`config.mk`:
```
export PLATFORM = sky130hd
export DESIGN_NAME = ps2_key_decoder
export DESIGN_NICKNAME = d
export VERILOG_FILES = /design/src/rtl/ps2_key_decoder.sv
export SDC_FILE = /design/constraint.sdc
export NUM_CORES = 1
export LEC_CHECK = 0
export CORE_AREA = 2 2 65 67
export CTS_CLUSTER_SIZE = 24
export DETAILED_ROUTE_END_ITERATION = 8
export DIE_AREA = 0 0 67 69
export PLACE_DENSITY = 0.83
export SYNTH_ARGS = -nofsm -noshare
export SYNTH_HDL_FRONTEND = slang
export SYNTH_SLANG_ARGS = --single-unit
```
`constraint.sdc`:
```
create_clock -name clk -period 2.7 [get_ports clk]
set_input_delay 0.405 -clock clk [delete_from_list [all_inputs] [get_ports clk]]
set_output_delay 0.405 -clock clk [all_outputs]
set_load 0.03 [all_outputs]
```
`src/rtl/ps2_key_decoder.sv`:
```
// PS/2 Set-2 receiver: deserialises device-to-host frames and holds o1/o2 while mapped keys are down.
// Optional PS2_NUMPAD_EN: keypad-1 (8'h69) / keypad-2 (8'h72) also drive o1 / o2.
module ps2_key_decoder #(
    parameter int unsigned SYNC_STAGES    = 2,
    parameter int unsigned TIMEOUT_CYCLES = 25000,
    parameter logic [7:0]  CODE_1         = 8'h16,
    parameter logic [7:0]  CODE_2         = 8'h1E
) (
    input  logic       clk,
    input  logic       iReset,
    input  logic       iPs2Clk,
    input  logic       iPs2Dat,
    output logic       o1,
    output logic       o2,
    output logic [7:0] oScanCode,
    output logic       oScanValid,
    output logic       oFrameErr
);
    localparam int unsigned   TW          = $clog2(TIMEOUT_CYCLES + 1);
    localparam logic [TW-1:0] TIMEOUT_MAX = TW'(TIMEOUT_CYCLES);

    typedef enum logic [1:0] {StIdle, StBreak, StExt, StExtBreak} state_e;

    logic [SYNC_STAGES-1:0] r_clk_sync;
    logic [SYNC_STAGES-1:0] r_dat_sync;
    logic                   r_clk_prev;
    logic [3:0]             r_bit_cnt;
    logic [7:0]             r_shift;
    logic                   r_par;
    logic [TW-1:0]          r_timeout;
    state_e                 r_state;
    logic                   r_key1;
    logic                   r_key2;

    logic w_clk_s;
    logic w_dat_s;
    logic w_fall;
    logic w_good;

    assign w_clk_s = r_clk_sync[SYNC_STAGES-1];
    assign w_dat_s = r_dat_sync[SYNC_STAGES-1];
    assign w_fall  = r_clk_prev & ~w_clk_s;
    // Only meaningful while the stop bit is being sampled.
    assign w_good  = (^{r_shift, r_par}) & w_dat_s;

`ifdef PS2_NUMPAD_EN
    localparam logic [7:0] KP_1 = 8'h69;
    localparam logic [7:0] KP_2 = 8'h72;

    logic r_kp1;
    logic r_kp2;

    assign o1 = r_key1 | r_kp1;
    assign o2 = r_key2 | r_kp2;
`else
    assign o1 = r_key1;
    assign o2 = r_key2;
`endif

    always_ff @(posedge clk) begin
        if (iReset) begin
            r_clk_sync <= '1;
            r_dat_sync <= '1;
            r_clk_prev <= 1'b1;
            r_bit_cnt  <= '0;
            r_shift    <= '0;
            r_par      <= 1'b0;
            r_timeout  <= '0;
            r_state    <= StIdle;
            r_key1     <= 1'b0;
            r_key2     <= 1'b0;
`ifdef PS2_NUMPAD_EN
            r_kp1      <= 1'b0;
            r_kp2      <= 1'b0;
`endif
            oScanCode  <= '0;
            oScanValid <= 1'b0;
            oFrameErr  <= 1'b0;
        end else begin
            r_clk_sync <= {r_clk_sync[SYNC_STAGES-2:0], iPs2Clk};
            r_dat_sync <= {r_dat_sync[SYNC_STAGES-2:0], iPs2Dat};
            r_clk_prev <= w_clk_s;
            oScanValid <= 1'b0;
            oFrameErr  <= 1'b0;

            if (w_fall) begin
                r_timeout <= '0;
                if (r_bit_cnt == 4'd0) begin
                    if (!w_dat_s) r_bit_cnt <= 4'd1;
                end else if (r_bit_cnt <= 4'd8) begin
                    r_shift   <= {w_dat_s, r_shift[7:1]};
                    r_bit_cnt <= r_bit_cnt + 4'd1;
                end else if (r_bit_cnt == 4'd9) begin
                    r_par     <= w_dat_s;
                    r_bit_cnt <= 4'd10;
                end else begin
                    r_bit_cnt <= 4'd0;
                    if (w_good) begin
                        oScanCode  <= r_shift;
                        oScanValid <= 1'b1;
                        case (r_state)
                            StIdle: begin
                                if (r_shift == 8'hF0) r_state <= StBreak;
                                else if (r_shift == 8'hE0) r_state <= StExt;
                                else if (r_shift == CODE_1) r_key1 <= 1'b1;
                                else if (r_shift == CODE_2) r_key2 <= 1'b1;
`ifdef PS2_NUMPAD_EN
                                else if (r_shift == KP_1) r_kp1 <= 1'b1;
                                else if (r_shift == KP_2) r_kp2 <= 1'b1;
`endif
                            end
                            StBreak: begin
                                if (r_shift == CODE_1) r_key1 <= 1'b0;
                                else if (r_shift == CODE_2) r_key2 <= 1'b0;
`ifdef PS2_NUMPAD_EN
                                else if (r_shift == KP_1) r_kp1 <= 1'b0;
                                else if (r_shift == KP_2) r_kp2 <= 1'b0;
`endif
                                r_state <= StIdle;
                            end
                            StExt:   r_state <= (r_shift == 8'hF0) ? StExtBreak : StIdle;
                            default: r_state <= StIdle;
                        endcase
                    end else begin
                        oFrameErr <= 1'b1;
                    end
                end
            end else if (r_bit_cnt != 4'd0) begin
                // Abandon a partial frame once the line has been quiet too long.
                if (r_timeout == TIMEOUT_MAX) begin
                    r_bit_cnt <= 4'd0;
                    r_timeout <= '0;
                end else begin
                    r_timeout <= r_timeout + 1'b1;
                end
            end else begin
                r_timeout <= '0;
            end
        end
    end

endmodule

```
==> key figures, run 1 <==
Logic synthesis
  – Post-Synthesis Net Count: 238
  – Ys Warns: 0
  – Post-synth ARST share: 0
  – Synthesized cell area: 2180 µm²
  – Top_reg_cell synth: dfxtp_1
  – Post-synth EDFFs: 0
  – Synth Register Bits: 47
  – Yosys top cell area share: 0.432
  – Area leader, netlist: dfxtp_1
  – Post-synthesis cell count: 229
  – Synth cell types: 47
  – Ranking of synthesized cells by area: dfxtp_1 43%, mux2i_1 7.8%, nor2_1 6.9%
  – Syn_area_per_cell: 9.50 µm²
  – Seq/Total Area, Yosys: 0.432

Cells and area
  – FF/Latch Area: 941 µm²
  – Layout cell share with drive strength beyond 1: 0.109
  – Final Non-Filler Cells: 297
  – Final Cell Area: 2440 µm²
  – Layout area overhead: 12.4%
  – Fill count: 349
  – N_diodes: 0
  – Final Net Count: 255
  – Multi-input logic area: 1150 µm²
  – Layout Utilization: 0.625

Timing
  – Min Tclk post-route: 2.25 ns
  – Final setup vio count: 0
  – Worst slew pin tran: 0.792 ns
  – Hold Fails Final Rpt: 0
  – Clk_skew: 0.0107 ns
  – Unrepaired setup endpoints after global routing: no
  – Setup_tns: 0 ns
  – Final Max Tran Viols: 0
  – Relative slew slack: 0.462
  – F_max: 444 MHz
  – Period utilization: 0.834

Route
  – DR pass1 iterations: 4
  – Vias per cell: 5.33
  – DRC: 0
  – Via count: 1584
  – Post-DRT Antenna Nets: 0
  – DR iter-0 viols: 83
  – Routed WL per cell: 13.2 µm
  – Drt total wl: 3.92 mm

Power
  – Net Switching: 254 µW
  – Internal: 916 µW
  – Pwr dens: 479 nW/µm²
  – LEAKAGE: 0.000978 µW
  – Sequential Power Share: 0.597
  – Power Total: 1170 µW
  – Switching share of power: 0.217
  – Maximum vdd drop: 0.291 mV
  – Clk pwr share: 0.381
  – Comb pwr share: 0.022

Worst setup path
  – Crit path capture type: register
  – Crit path kind: reg -> reg
  – CP arrival: 2.44 ns
  – CP max FO: 11
  – Req. time, crit path: 2.89 ns
  – Worst Setup SP: r_shift[7]$_SDFFE_PP0P_
  – Worst reg2reg startpoint: r_shift[7]$_SDFFE_PP0P_
  – Startpoint types: register

Clocking
  – Clock Sink Count: 47
  – H-tree level count: 2
  – Total CTS buffers: 5
  – Skew-Pair Late Insertion Delay: 0.30 ns
  – Post-cts resize count: 0
  – CTS tree: yes
  – Post-CTS Hold Fix Bufs: 0
  – Clock root cell: clkbuf_8
  – Clock Pin Slew Worst Setup and Hold Paths: 0.09 ns
  – Max clock buf depth: 2
  – Post-CTS Setup Bufs: 0

Die
  – Starting density of the core: 0.556
  – Die Ht: 69 µm
  – Rows: 23
  – Die W: 67 µm
  – I/O pin cnt: 16
  – Core area: 3910 µm²
  – Full die area: 4620 µm²

Global route
  – Vias in the first global route: 1531
  – Global-route wire length before repair: 6.76 mm
  – Grt total ovfl: 0
  – Gr usage total: 0.186
  – Initial antenna violation count: 0
  – Largest net degree at the start of global routing: 31

Run status
  – Status: complete, no violations

Min path
  – Hold_sp: r_clk_sync[0]$_SDFF_PP1_
  – Hold WC Path Type: reg -> reg

Placed design
  – IO Port Bufs: 15
  – Placer Congestion: 0.803
  – Placement Cell Area: 2350 µm²
  – Placed cells: 289
  – Final HPWL from detailed placement: 2.76 mm

Job
  – MaxCap Viol Count: 0
[cell usage after synthesis, types with 2 or more instances]
master,number
a211oi_1,2
a21oi_1,9
and3_1,4
clkbuf_1,2
dfxtp_1,47
ha_1,5
inv_1,8
mux2_2,2
mux2i_1,17
nand2_1,8
nand2b_1,3
nand3_1,9
nand4_1,4
nand4b_1,4
nor2_1,40
nor2b_1,7
nor3_1,4
nor3b_1,3
nor4_1,2
o21ai_0,4
or2_2,5
xnor2_1,9
xor2_1,7
[through the flow]
step	worst slack (ns)	hold slack [ns]
after floorplan	0.787	0.389
after global placement	0.483	0.392
after detailed placement	0.464	0.408
after CTS	0.447	0.428
after global routing	0.273	0.429
final	0.448	0.421
[sequential cells by signal, summed over array words and instances (netlist names), 2 cells and up]
| name | cells |
|---|---|
| oScanCode | 8 |
| r_timeout | 15 |
| r_dat_sync | 2 |
| r_state | 2 |
| r_bit_cnt | 4 |
| r_shift | 8 |
| r_clk_sync | 2 |
[power groups by stage]
| stage | clock (µW) | combinational (µW) | sequential, µW |
|---|---|---|---|
| finish | 446 | 25.6 | 699 |
| floorplan | 0 | 18.2 | 714 |
| global route | 483 | 28.4 | 699 |
| CTS | 455 | 25.8 | 699 |
| detailed placement | 0 | 25.6 | 715 |
| global placement | 0 | 25.1 | 715 |
[worst paths after layout]
| kind | end | slack [ns] | cells past startpoint |
|---|---|---|---|
| setup reg to reg | r_state[1]$_SDFFE_PP0P_ | 0.45 | 5 |
| hold / removal | r_clk_sync[1]$_SDFF_PP1_ | 0.42 | 1 |
| hold reg to reg | r_clk_sync[1]$_SDFF_PP1_ | 0.42 | 1 |
| setup / recovery | r_state[1]$_SDFFE_PP0P_ | 0.45 | 5 |
[kinds of logic after synthesis]
logic type,synth area share
AOI/OAI and AO/OA,0.0581
xor gates and xnor gates,0.0943
adders and majority gates,0.0288
buffers and inverters,0.0403
DFF,0.432
muxes,0.0949
and+or+nand+nor,0.251
[layer usage]
layer / share of wire / global-route usage / wire [µm] / vias to the layer above
met5: 0 / 0 / 0 / -
met4: 0.017 / 0.0658 / 65 / 0
met3: 0.028 / 0.0392 / 111 / 7
met2: 0.49 / 0.312 / 1920 / 20
met1: 0.47 / 0.231 / 1820 / 742
li1: - / - / - / 815
[cell type report]
cell class,instances,area share
clock buffer,6,0.0338
clock inverter,2,0.00665
inverter,8,0.0123
multi-input combinational,167,0.469
sequential,47,0.385
tap,50,0.0256
timing repair buffer,17,0.0676
[placed cells by master (no fill, tap or decap), drive strengths merged, types with 3 or more instances in the layout]
| cell | instances |
|---|---|
| xnor2 | 10 |
| nand3 | 9 |
| nor3 | 4 |
| a21oi | 9 |
| dfxtp | 47 |
| nor3b | 4 |
| ha | 5 |
| mux2i | 18 |
| nand2 | 8 |
| nor2b | 7 |
| and3 | 4 |
| inv | 8 |
| clkdlybuf4s50 | 15 |
| xor2 | 7 |
| nand4 | 4 |
| clkbuf | 6 |
| nor2 | 40 |
| o21ai | 4 |
| or2 | 6 |
| nand4b | 4 |
| nand2b | 3 |
[worst max-delay path: stages, from the launching register on]
cell and delay, ns:
dfxtp_1 0.44, xor2_1 0.17, xnor3_2 0.48, mux2i_2 0.67, nor2_1 0.12, a31o_2 0.26
No activity file was read; power rests on OpenSTA's default activity.
==> inputs of run 2 (changes only) <==
Settings changed: CORE_AREA 2 2 65 67 to 2 2 68 70, DIE_AREA 0 0 67 69 to 0 0 70 72, PLACE_DENSITY 0.83 to 0.8.
Clock period 2.7 ns to 1.9 ns, I/O delays scaled along.
==> key figures, run 2 (synthesis gave the netlist of run 1 again) <==
Timing
  – Unrepaired setup endpoints after global routing: yes
  – Final setup vio count: 0
  – Worst slew pin tran: 0.491 ns
  – Worst hold slack: 0.415 ns
  – Setup_tns: 0 ns
  – Final setup margin: 0.0414 ns
  – Period utilization: 0.978
  – Final Max Tran Viols: 0
  – Relative slew slack: 0.666
  – Hold Fails Final Rpt: 0
  – Min Tclk post-route: 1.86 ns
  – F_max: 538 MHz
  – Clk_skew: 0.0178 ns

Route
  – DR pass1 iterations: 4
  – Post-DRT Antenna Nets: 0
  – Vias per cell: 5.48
  – Via count: 1819
  – DRC: 0
  – DR iter-0 viols: 147
  – Drt total wl: 5.00 mm
  – Routed WL per cell: 15.1 µm

Job
  – MaxCap Viol Count: 0

Power
  – Pwr dens: 638 nW/µm²
  – Net Switching: 370 µW
  – Internal: 1440 µW
  – Sequential Power Share: 0.549
  – Comb pwr share: 0.027
  – Clk pwr share: 0.425
  – Switching share of power: 0.205
  – Maximum vdd drop: 0.623 mV
  – LEAKAGE: 0.00124 µW

Die
  – Die W: 70 µm
  – Full die area: 5040 µm²
  – Core area: 4260 µm²
  – Starting density of the core: 0.510
  – I/O pin cnt: 16
  – Rows: 24
  – Die Ht: 72 µm

Cells and area
  – Multi-input logic area: 1250 µm²
  – FF/Latch Area: 945 µm²
  – Layout cell share with drive strength beyond 1: 0.257
  – Final Cell Area: 2830 µm²
  – Commonest non-fill, non-tap cell in the layout: dfxtp_1
  – Commonest non-fill, non-tap cells in the layout: 44 x dfxtp_1, 39 x nor2_1, 32 x buf_4
  – Final Non-Filler Cells: 332
  – N_diodes: 0
  – Final Net Count: 288
  – Fill count: 327
  – Layout area overhead: 30.2%
  – Most flops, register: r_timeout
  – Largest register FFs: 15
  – Largest regs: r_timeout (15), oScanCode (8), r_shift (8)

Clocking
  – Clock Sink Count: 47
  – H-tree level count: 2
  – Total CTS buffers: 5
  – Post-CTS Hold Fix Bufs: 0
  – Clock root cell: clkbuf_8
  – CTS tree: yes
  – Clock Pin Slew Worst Setup and Hold Paths: 0.10 ns
  – Skew-Pair Late Insertion Delay: 0.31 ns
  – Max clock buf depth: 2

Worst setup path
  – Critical-path top delay cell: xor3_2
  – CP max stage delay: 0.46 ns
  – CP max FO: 5
  – Startpoint types: register
  – CP arrival: 2.11 ns
  – Req. time, crit path: 2.15 ns
  – Critical-path cell list: xor3_2, buf_4, nor3_4, mux2i_2, or2_1, a21oi_1
  – Crit path capture type: register
  – Crit path kind: reg -> reg

Global route
  – Largest net degree at the start of global routing: 20
  – Global-route wire length before repair: 7.61 mm
  – Initial antenna violation count: 0
  – Vias in the first global route: 1670
  – Gr usage total: 0.188
  – Grt total ovfl: 0

Placed design
  – Placed cells: 322
  – Placer Congestion: 0.915
  – Pre-CTS WS: -0.208 ns
  – Final HPWL from detailed placement: 3.13 mm
  – IO Port Bufs: 15
  – Placement Cell Area: 2600 µm²

Run status
  – Status: complete, no violations

Min path
  – Hold WC Path Type: reg -> reg
run 2: cell count changes in the layout (fill, tap and decap cells not counted), sizes merged:
cell,change
clkinvlp,-1
bufinv,+1
mux2i,+1
buf,+32
run 2: critical path, delay by kind of cell, from the launching register on:
family                    cells  cell delay, ns
AOI/OAI and AO/OA             1            0.12
buffers and inverters         1            0.18
xor gates and xnor gates      1            0.46
muxes                         1            0.21
DFF                           1            0.36
and+or+nand+nor               2            0.47
run 2: repair_timing:
item,4_1_cts,5_1_grt
endpoints found under the setup margin,10,36
gates cloned,0,1
setup buffers,0,1
endpoints found under the hold margin,0,0
pin swaps,0,1
resized for setup,1,18
run 2: worst paths after layout:
check / cells after the start / slack (ns) / start / end
min reg2reg: 1 / 0.42 / r_clk_sync[0]$_SDFF_PP1_ / r_clk_sync[1]$_SDFF_PP1_
max reg2reg: 6 / 0.04 / r_shift[4]$_SDFFE_PP0P_ / r_state[0]$_SDFFE_PP0P_
min: 1 / 0.42 / r_clk_sync[0]$_SDFF_PP1_ / r_clk_sync[1]$_SDFF_PP1_
max: 6 / 0.04 / r_shift[4]$_SDFFE_PP0P_ / r_state[0]$_SDFFE_PP0P_
run 2: layer usage:
layer  GRT usage  vias up  part of all wire
met2       0.289       48              0.49
met3      0.0500        7             0.038
met1       0.261      870              0.46
li1            -      894                 -
met4      0.0620        0             0.012
met5           0        -                 0
run 2: cell type report:
type	instances	share of cell area
multi-input combinational	168	0.443
sequential	47	0.333
timing repair buffer	49	0.149
clock buffer	6	0.0292
tap	52	0.0230
clock inverter	2	0.0124
inverter	8	0.0106
run 2: stage by stage:
step | power (µW) | util
floorplan | 1040 | -
finish | 1810 | 0.664
global placement | 1060 | 0.609
global route | 1860 | 0.664
detailed placement | 1060 | 0.609
CTS | 1810 | 0.638
run 2: power groups by stage:
stage	logic (µW)	registers (µW)	clock network, µW
after CTS	45.0	991	770
final	48.1	991	767
after global placement	44.6	1010	0
after detailed placement	44.5	1010	0
after floorplan	26.0	1010	0
after global routing	52.8	992	820
==> inputs of run 3 (changes only) <==
Clock period 1.9 ns to 1.5 ns, I/O delays scaled along.
==> key figures, run 3 (synthesis gave the netlist of run 1 again) <==
Worst setup path
  – CP arrival: 2.03 ns
  – CP max FO: 4
  – Crit path kind: reg -> reg
  – Crit path capture type: register
  – R2r endpoint: o2$_SDFFE_PP0P_
  – R2R Setup Slk: -0.32 ns
  – Worst reg2reg startpoint: r_shift[0]$_SDFFE_PP0P_
  – Req. time, crit path: 1.70 ns
  – Worst R2R Path Depth: 6
  – Startpoint types: register

Global route
  – Initial antenna violation count: 0
  – Global-route wire length before repair: 8.65 mm
  – Grt total ovfl: 0
  – Gr usage total: 0.214
  – Largest net degree at the start of global routing: 20
  – Vias in the first global route: 1840

Route
  – Routed WL per cell: 15.8 µm
  – Drt total wl: 5.49 mm
  – Post-DRT Antenna Nets: 0
  – DRC: 0
  – DR pass1 iterations: 4
  – DR iter-0 viols: 123
  – Via count: 1914
  – Vias per cell: 5.50

Run status
  – Failing checks: negative setup slack
  – Status: complete, but fails checks

Power
  – Comb pwr share: 0.034
  – Sequential Power Share: 0.514
  – Clk pwr share: 0.452
  – Internal: 1960 µW
  – Maximum vdd drop: 0.742 mV
  – Pwr dens: 783 nW/µm²
  – LEAKAGE: 0.00141 µW
  – Net Switching: 484 µW
  – Switching share of power: 0.198

Timing
  – Relative slew slack: 0.791
  – Period utilization: 1.22
  – Final setup margin: -0.324 ns
  – Final Max Tran Viols: 0
  – Unrepaired setup endpoints after global routing: yes
  – Worst slew pin tran: 0.311 ns
  – Setup_tns: -7.87 ns
  – Clk_skew: 0.00910 ns
  – Hold Fails Final Rpt: 0
  – Final setup vio count: 41
  – Min Tclk post-route: 1.82 ns
  – F_max: 548 MHz

Cells and area
  – Layout cell share with drive strength beyond 1: 0.412
  – Commonest non-fill, non-tap cell in the layout: buf_4
  – Largest regs: r_timeout (15), oScanCode (8), r_shift (8)
  – Multi-input logic area: 1380 µm²
  – FF/Latch Area: 953 µm²
  – Final Cell Area: 3120 µm²
  – Most flops, register: r_timeout
  – Largest register FFs: 15
  – Commonest non-fill, non-tap cells in the layout: 42 x buf_4, 37 x dfxtp_1, 28 x nor2_1
  – N_diodes: 0
  – Layout area overhead: 43.3%
  – Fill count: 283
  – Final Net Count: 304

Placed design
  – IO Port Bufs: 15
  – Placer Congestion: 0.940
  – Pre-CTS WS: -0.380 ns
  – Final HPWL from detailed placement: 3.39 mm
  – Placement Cell Area: 2760 µm²

Min path
  – Hold_sp: r_dat_sync[0]$_SDFF_PP1_
  – Hold WC Path Type: reg -> reg
  – Hold path cells: 1
  – Sink of the worst hold path: r_dat_sync[1]$_SDFF_PP1_

Die
  – Starting density of the core: 0.510
  – Rows: 24
  – Die W: 70 µm
  – Full die area: 5040 µm²
  – Die Ht: 72 µm
  – I/O pin cnt: 16
  – Core area: 4260 µm²

Clocking
  – Clock Sink Count: 47
  – Max clock buf depth: 2
  – Clock root cell: clkbuf_8
  – Total CTS buffers: 5
  – H-tree level count: 2
  – Skew-Pair Late Insertion Delay: 0.30 ns
  – Post-CTS Hold Fix Bufs: 0
  – Clock Pin Slew Worst Setup and Hold Paths: 0.09 ns
  – CTS tree: yes

Job
  – MaxCap Viol Count: 0
==> run 3: changes by cell type in the layout (fill, tap and decap cells not counted), moves of 5 or more <==
cell / previous run / this run
clkdlybuf4s50_1: 15 / 3
dlygate4sd2_1: 0 / 11
nor2_1: 39 / 28
buf_4: 32 / 42
nor2_2: 1 / 11
dfxtp_1: 44 / 37
dfxtp_2: 3 / 10
buf_6: 1 / 6
==> run 3: timing repair <==
action / 4_1_cts / 5_1_grt
setup buffers: 2 / 4
cloned: 1 / 0
endpoints found under the setup margin: 52 / 43
pin swaps: 8 / 6
gates resized for setup: 33 / 27
==> run 3: power groups by stage <==
stage	clock [µW]	combinational (µW)	sequential (µW)
final	1100	81.9	1260
after global routing	1150	87.7	1260
after CTS	1090	73.9	1260
after detailed placement	0	67.9	1280
after global placement	0	66.5	1280
after floorplan	0	35.5	1290
==> run 3: worst max path at each step <==
stage,start,endpoint,slack [ns],cells past startpoint
detailed placement,r_shift[0]$_SDFFE_PP0P_,o2$_SDFFE_PP0P_,-0.38,6
floorplan,r_shift[6]$_SDFFE_PP0P_,oScanCode[1]$_SDFFE_PP0P_,-0.18,6
finish,r_shift[0]$_SDFFE_PP0P_,o2$_SDFFE_PP0P_,-0.32,6
global route,r_shift[0]$_SDFFE_PP0P_,o1$_SDFFE_PP0P_,-0.37,6
CTS,r_par$_SDFFE_PP0P_,o1$_SDFFE_PP0P_,-0.33,6
global placement,r_shift[0]$_SDFFE_PP0P_,r_state[1]$_SDFFE_PP0P_,-0.27,6
==> run 3: per-layer routing <==
layer	track usage	vias up	routed length, µm
met2	0.346	64	2700
met5	0	-	0
met3	0.0500	12	359
met1	0.283	917	2320
met4	0.0748	0	103
li1	-	921	-
==> run 3: worst max-delay path, stage by stage, from the launching register on <==
cell	delay [ns]
dfxtp_2	0.35
xnor2_2	0.16
xnor3_2	0.49
buf_6	0.15
xnor2_4	0.18
nand3_1	0.11
mux2_2	0.28
==> run 3: metrics by stage <==
stage | util | power (µW) | hold slack [ns] | instances
final | 0.731 | 2440 | 0.411 | 348
after global routing | 0.731 | 2500 | 0.431 | 348
after CTS | 0.702 | 2420 | 0.411 | 345
after detailed placement | 0.647 | 1350 | 0.392 | 334
after global placement | 0.647 | 1350 | 0.394 | 334
after floorplan | - | 1320 | 0.309 | 229
==> run 3: area by class of cell <==
class | instances | share of cell area
clock buffers | 6 | 0.0233
clock inverters | 2 | 0.0193
inverters | 8 | 0.00963
multi-input cells | 168 | 0.443
flip-flops and latches | 47 | 0.306
well taps | 52 | 0.0209
repair buffers | 65 | 0.179
